<file path="src/rtl/key_debounce_if.sv">
// Key debouncer signal bundle: raw button level in, clean level and edge strobes out.
// The master side is the debouncer; the slave side is the key source / downstream consumer.
interface key_debounce_if;
  logic key_in;
  logic key_level;
  logic key_press;
  logic key_release;

  modport master (
    input  key_in,
    output key_level,
    output key_press,
    output key_release
  );

  modport slave (
    output key_in,
    input  key_level,
    input  key_press,
    input  key_release
  );
endinterface

</file>
<file path="src/rtl/key_debounce.sv">
// Single-key debouncer: two-flop synchroniser followed by a stable-count FSM that
// emits a registered clean level plus one-cycle press/release strobes.
module key_debounce #(
  parameter int unsigned DEBOUNCE_CYCLES = 32'd1000000,
  parameter bit          ACTIVE_LOW      = 1'b0,
  parameter int unsigned CNT_W           = $clog2(DEBOUNCE_CYCLES + 32'd1)
) (
  input  logic           clk,
  input  logic           reset,
  key_debounce_if.master key
);

  typedef enum logic [1:0] {
    IDLE        = 2'd0,
    DEB_PRESS   = 2'd1,
    PRESSED     = 2'd2,
    DEB_RELEASE = 2'd3
  } state_t;

  localparam logic [CNT_W-1:0] CNT_MAX = CNT_W'(DEBOUNCE_CYCLES - 32'd1);
  localparam logic [CNT_W-1:0] CNT_ONE = CNT_W'(32'd1);
  localparam logic [CNT_W-1:0] CNT_ZERO = CNT_W'(32'd0);

  logic             key_s;
  logic             sync1_r;
  logic             sync2_r;
  state_t           state_r;
  logic [CNT_W-1:0] cnt_r;
  logic             level_r;
  logic             press_r;
  logic             release_r;

  // Polarity normalisation so a pressed key is always 1 internally.
  assign key_s = key.key_in ^ ACTIVE_LOW;

  // Two-flop synchroniser for the asynchronous button level.
  always_ff @(posedge clk) begin
    if (reset) begin
      sync1_r <= 1'b0;
      sync2_r <= 1'b0;
    end else begin
      sync1_r <= key_s;
      sync2_r <= sync1_r;
    end
  end

  // Debounce FSM: any opposite sample falls back to the last stable state,
  // so a change is accepted only after an unbroken run of matching samples.
  always_ff @(posedge clk) begin
    if (reset) begin
      state_r   <= IDLE;
      cnt_r     <= CNT_ZERO;
      level_r   <= 1'b0;
      press_r   <= 1'b0;
      release_r <= 1'b0;
    end else begin
      press_r   <= 1'b0;
      release_r <= 1'b0;
      case (state_r)
        IDLE: begin
          if (sync2_r) begin
            state_r <= DEB_PRESS;
            cnt_r   <= CNT_ZERO;
          end
        end
        DEB_PRESS: begin
          if (!sync2_r) begin
            state_r <= IDLE;
          end else if (cnt_r == CNT_MAX) begin
            state_r <= PRESSED;
            level_r <= 1'b1;
            press_r <= 1'b1;
          end else begin
            cnt_r <= cnt_r + CNT_ONE;
          end
        end
        PRESSED: begin
          if (!sync2_r) begin
            state_r <= DEB_RELEASE;
            cnt_r   <= CNT_ZERO;
          end
        end
        DEB_RELEASE: begin
          if (sync2_r) begin
            state_r <= PRESSED;
          end else if (cnt_r == CNT_MAX) begin
            state_r   <= IDLE;
            level_r   <= 1'b0;
            release_r <= 1'b1;
          end else begin
            cnt_r <= cnt_r + CNT_ONE;
          end
        end
        default: begin
          state_r <= IDLE;
          cnt_r   <= CNT_ZERO;
          level_r <= 1'b0;
        end
      endcase
    end
  end

  assign key.key_level   = level_r;
  assign key.key_press   = press_r;
  assign key.key_release = release_r;

endmodule
</file>
<file path="src/flat_wrapper.sv">
// flat-port wrapper written by rule: the top's interface ports become plain ports
module key_debounce_flat 
#(
  parameter int unsigned DEBOUNCE_CYCLES = 32'd1000000,
  parameter bit          ACTIVE_LOW      = 1'b0,
  parameter int unsigned CNT_W           = $clog2(DEBOUNCE_CYCLES + 32'd1)
)
  (clk, reset, key_key_in, key_key_level, key_key_press, key_key_release);
  key_debounce_if key_i ();
  input  logic clk;
  input  logic reset;
  input wire logic [$bits(key_i.key_in)-1:0] key_key_in;
  output wire logic [$bits(key_i.key_level)-1:0] key_key_level;
  output wire logic [$bits(key_i.key_press)-1:0] key_key_press;
  output wire logic [$bits(key_i.key_release)-1:0] key_key_release;
  assign key_i.key_in = key_key_in;
  assign key_key_level = key_i.key_level;
  assign key_key_press = key_i.key_press;
  assign key_key_release = key_i.key_release;
  key_debounce #(.DEBOUNCE_CYCLES(DEBOUNCE_CYCLES), .ACTIVE_LOW(ACTIVE_LOW), .CNT_W(CNT_W)) u_core (.clk(clk), .reset(reset), .key(key_i));
endmodule
</file>
<file path="config.mk">
export PLATFORM = sky130hd
export DESIGN_NAME = key_debounce_flat
export DESIGN_NICKNAME = d
export VERILOG_FILES = /design/src/rtl/key_debounce_if.sv /design/src/rtl/key_debounce.sv /design/src/flat_wrapper.sv
export SDC_FILE = /design/constraint.sdc
export NUM_CORES = 1
export LEC_CHECK = 0
export CAP_MARGIN = 15
export CORE_MARGIN = 3
export CORE_UTILIZATION = 58
export CTS_CLUSTER_DIAMETER = 60
export DETAILED_ROUTE_END_ITERATION = 12
export PLACE_DENSITY = 0.77
export SETUP_SLACK_MARGIN = 0.5
export SLEW_MARGIN = 10
export SYNTH_ARGS = -nofsm -noshare
export SYNTH_HDL_FRONTEND = slang
export SYNTH_SLANG_ARGS = --single-unit
</file>
<file path="constraint.sdc">
create_clock -name clk -period 2.3 [get_ports clk]
set_clock_uncertainty 0.2 [all_clocks]
set_input_delay 0.345 -clock clk [delete_from_list [all_inputs] [get_ports clk]]
set_output_delay 0.345 -clock clk [all_outputs]
set_load 0.05 [all_outputs]
</file>
# --- Yosys cells after proc, flatten, opt, wreduce, memory -nomap -nowiden ---
# Index checks and enable logic that the tools add are counted.
totals:
  reg_bits: 27
  latchBits: 0
  ramBits: 0
  rom_bits: 0
  in_bits: 3
  word_cells: 49
  mem_count: 0
op_classes:
  addsub: 1
  mul: 0
  div_mod_pow: 0
  n_lt_le_gt_ge: 0
  eq_ne: 12
  n_shift: 0
  muxes: 19
  n_bitwise: 3
  reduce_logical: 7
op_table:
  columns: ["operator", "n"]
  rows:
  - ["$mux 20", 5]
  - ["$pmux 20 s4", 1]
  - ["$add 20x1->20 const B", 1]
  - ["$eq 20x20->1 const B", 1]
  - ["$mux 2", 6]
  - ["$ne 2x1->1 const B", 4]
  - ["$pmux 2 s4", 1]
  - ["$reduce_and 4->1", 2]
  - ["$reduce_or 3->1", 2]
  - ["$mux 1", 5]
  - ["$reduce_and 5->1", 1]
  - ["$eq 2x2->1 const B", 2]
  - ["$ne 2x2->1 const B", 2]
  - ["$ne 3x1->1 const B", 1]
  - ["$ne 3x3->1 const B", 1]
  - ["$not 1->1", 3]
  - ["$eq 2x1->1 const B", 1]
  - ["$logic_not 2->1", 1]
  - ["$pmux 1 s2", 1]
  - ["$reduce_bool 2->1", 1]

# --- Longest topological paths before layout ---
depth:
  word_depth: 4
  depth_mapped: 7
  depth_no_buf: 6

# --- Worst setup path before layout ---
# Ideal clock, no wire load.
synth_timing:
  path_kind: "flip-flop to flip-flop"
  start: "register u_core.cnt_r[0]"
  end: "register u_core.cnt_r[13]"
  arrival_time_ns: 1.542
  slack_ns: 0.466
  stages_incl_launch_ff: 8
  path_buffers: 1
  synth_period_minus_slack_ns: 1.834
  path_cell_list: "dfxtp_1 ha_1 nand3_2 nor3_2 a21o_4 buf_6 a21oi_1 o32ai_1"
synth_between:
  elab_chain_cells: 4
synth_lines:
  columns: ["item", "line_no", "source"]
  rows:
  - ["start: declaration", "key_debounce.sv:28", "logic [CNT_W-1:0] cnt_r;"]
  - ["start signal: assignment", "key_debounce.sv:74", "cnt_r <= cnt_r + CNT_ONE;"]
  - ["start signal: assignment", "key_debounce.sv:91", "cnt_r <= cnt_r + CNT_ONE;"]
  - ["$add 20x1->20 or $eq 20x20->1 (tied branches)", null, null]
  - ["$mux 20 (*)", "key_debounce.sv:69, key_debounce.sv:86", null]
  - ["$mux 20, on equally long branches", "key_debounce.sv:84, key_debounce.sv:67", null]
  - ["$pmux 20 s4 (*)", "key_debounce.sv:59", "case (state_r)"]
# Mark *: on every way between the ends. The rest lies on a longest branch, timed or not. The select of a mux whose other input is x is not followed.
# A chain may end at the register's enable or synchronous reset.

# --- Worst setup path after layout ---
layout_timing:
  start: "register u_core.cnt_r[6]"
  end: "register u_core.cnt_r[14]"
# Same word-level chain as after synthesis.

==> metrics <==
post-synthesis mux area share 0.0154; chip width 54.9 um; chip height 54.9 um; # setup viols final 0; Setup TNS 0 ns; synthesized area 1390 um2; post-synthesis simple-gate area fraction 0.306; via count 1,361; Antenna Cells 0; Avg Inst Size Synth 8.88 um2; grt ovf 0; Max-slew headroom 0.552; critical path endpoint category flop; post-route ant nets 0; CP arrival 1.93 ns; Critical Path Start Type flop; TritonCTS clock tree yes; H-tree lvl count 1; post-route minimum period 1.89 ns; worst-path fanout max 4; Hold Path Class reg2reg; pin count of the biggest net entering global routing 21; LEAKAGE 0.662 nW; Post-synth EDFFs 0; register area share after synthesis 0.390; Clock Root Buffer clkbuf_4; FF+latch count, synth 27; post-synthesis compound-gate area fraction 0.173; # port buffers 5; Critical Setup Path Class reg2reg; Reg clk slew, reported paths 0.13 ns; Final Hold Fails 0; Detailed Route WL 3930 um; Vias/cell 6.45; GP Congestion 0.796; CP required 2.34 ns; Synthesized Nets 160; Skew-Pair Late Insertion Delay 0.32 ns; ys async rst share 0; final instance area 1830 um2; top_reg_cell synth dfxtp_1; hold_ws 0.266 ns; Nets 188; Cell Area, Placed 1440 um2; cts hold-fix bufs 0; combinational family with the most area after synthesis simple AND/OR/NAND/NOR gates; fraction of layout cells with a size suffix above 1 0.377; Final Non-Filler Cells 211; CTS Sinks 27; Mapped Cells 156; Rows 17; # DRC 0; area delta synth->final 32.4%; f_max 530 MHz; first-pass detailed-route iteration total 4; Least-Margin Pin Slew 0.670 ns; DR iter-0 viols 72; Post-Synth XOR/XNOR Area 0.0497; antenna violations before repair 0; RSZ-0062 raised after global routing true; die area 3010 um2; CTS buffer count 3; Slew Limit Fails 0; average wire per standard cell 18.6 um; post-DP HPWL 2040 um; # IOs 6; number of fillers in the final layout 111; maximum vdd drop 0.358 mV; Initial Util 0.620; adder-cell share of the synthesized area 0.00903; status complete, no violations; first-pass GRT wire length 5510 um; vias in the first global route 1,156; Ys Warns 0; deepest clock path buffer count 2; Placed Instances 182; Tot GR Track Use 0.256; Period Utilization, post-route 0.821; core footprint 2230 um2; pwr dens 398 nW/um2; max-cap violations 0; Unique masters post-synth 44
-- per-layer routing --
layer  global-route usage  share of wire  vias to the layer above
li1                     -              -                      638
met4               0.0622          0.038                        0
met3               0.0627          0.093                       19
met5                    0              0                        -
met2                0.423           0.48                       76
met1                0.332           0.39                      628
-- cell usage after synthesis (all sizes together) (3+ instances only) --
cell,number,share of area
nand2,12,0.033
nor4b,3,0.019
buf,5,0.027
clkbuf,4,0.011
nor3,5,0.025
o32ai,6,0.038
xor2,5,0.032
a21o,3,0.022
nor2,14,0.040
a31oi,4,0.018
a22oi,4,0.022
nand3,9,0.036
or3,6,0.027
dfxtp,27,0.39
a21oi,8,0.032
o21ai,4,0.014
nand4,7,0.041
inv,7,0.019
-- path summary, 6_finish.rpt --
kind / start / to / slack (ns) / cells past startpoint
hold / removal: u_core.sync1_r / u_core.sync2_r / 0.27 / 1
hold reg to reg: u_core.sync1_r / u_core.sync2_r / 0.27 / 1
setup / recovery: u_core.cnt_r[6] / u_core.cnt_r[14] / 0.41 / 7
setup reg to reg: u_core.cnt_r[6] / u_core.cnt_r[14] / 0.41 / 7
-- metrics by stage --
| stage | setup WS, ns | power [mW] | util |
|---|---|---|---|
| global placement | 0.308 | 0.541 | 0.644 |
| global route | 0.376 | 0.756 | 0.821 |
| finish | 0.413 | 0.730 | 0.821 |
| floorplan | 0.503 | 0.526 | - |
| detailed placement | 0.275 | 0.542 | 0.644 |
| CTS | 0.438 | 0.735 | 0.758 |
-- state kept, by name, summed over array words and instances, names as in the netlist, named ones only --
register and flops:
u_core.sync2_r 1, u_core.key.key_release 1, u_core.state_r 1, u_core.sync1_r 1, u_core.key.key_press 1, u_core.key.key_level 1, u_core.cnt_r 20
-- cells by family (layout without fill, tap and decap cells) --
logic type / Yosys count / count (layout)
AOI/OAI and AO/OA: 34 / 35
xor gates and xnor gates: 7 / 7
adders and majority gates: 1 / 1
buffers and inverters: 16 / 42
DFF: 27 / 27
muxes: 2 / 2
and+or+nand+nor: 69 / 69
-- worst max-delay path, cell delays in order (launching register included) --
cell and delay (ns):
dfxtp_4 0.40, nand4_1 0.13, buf_4 0.16, buf_4 0.14, nor2_4 0.14, nand4_1 0.17
or3_1 0.35, o32ai_1 0.12
-- layout by cell type (no fill, tap or decap), types with 4 or more instances in the layout --
cell	count
buf_4	25
a31oi_1	4
nand4_1	5
nor2_1	12
nand2_1	11
dfxtp_4	12
or3_1	5
o32ai_1	4
nand3_1	8
inv_1	7
a21oi_1	6
xor2_1	5
o21ai_0	4
dfxtp_1	13
-- what timing repair did --
| item | CTS | global route |
|---|---|---|
| pin swaps | 12 | 12 |
| buffers inserted | 13 | 11 |
| gates resized for setup | 39 | 15 |
| cloned | 1 | 0 |
| setup endpoints to repair | 27 | 21 |
-- cell type report --
| type | count | area [um2] | area share |
|---|---|---|---|
| multi-input combinational | 114 | 910 | 0.496 |
| tap | 28 | 35.0 | 0.0191 |
| inverter | 7 | 26.3 | 0.0143 |
| timing repair buffer | 31 | 249 | 0.136 |
| clock buffer | 4 | 26.3 | 0.0143 |
| sequential | 27 | 588 | 0.321 |
-- where the power goes --
group	total, mW	internal, mW	switching (mW)	leakage (nW)
clock network	0.202	0.0681	0.134	0.0150
logic	0.0645	0.0228	0.0417	0.418
registers	0.463	0.459	0.00442	0.229
Note: power is estimated with default switching activity, not from simulation.
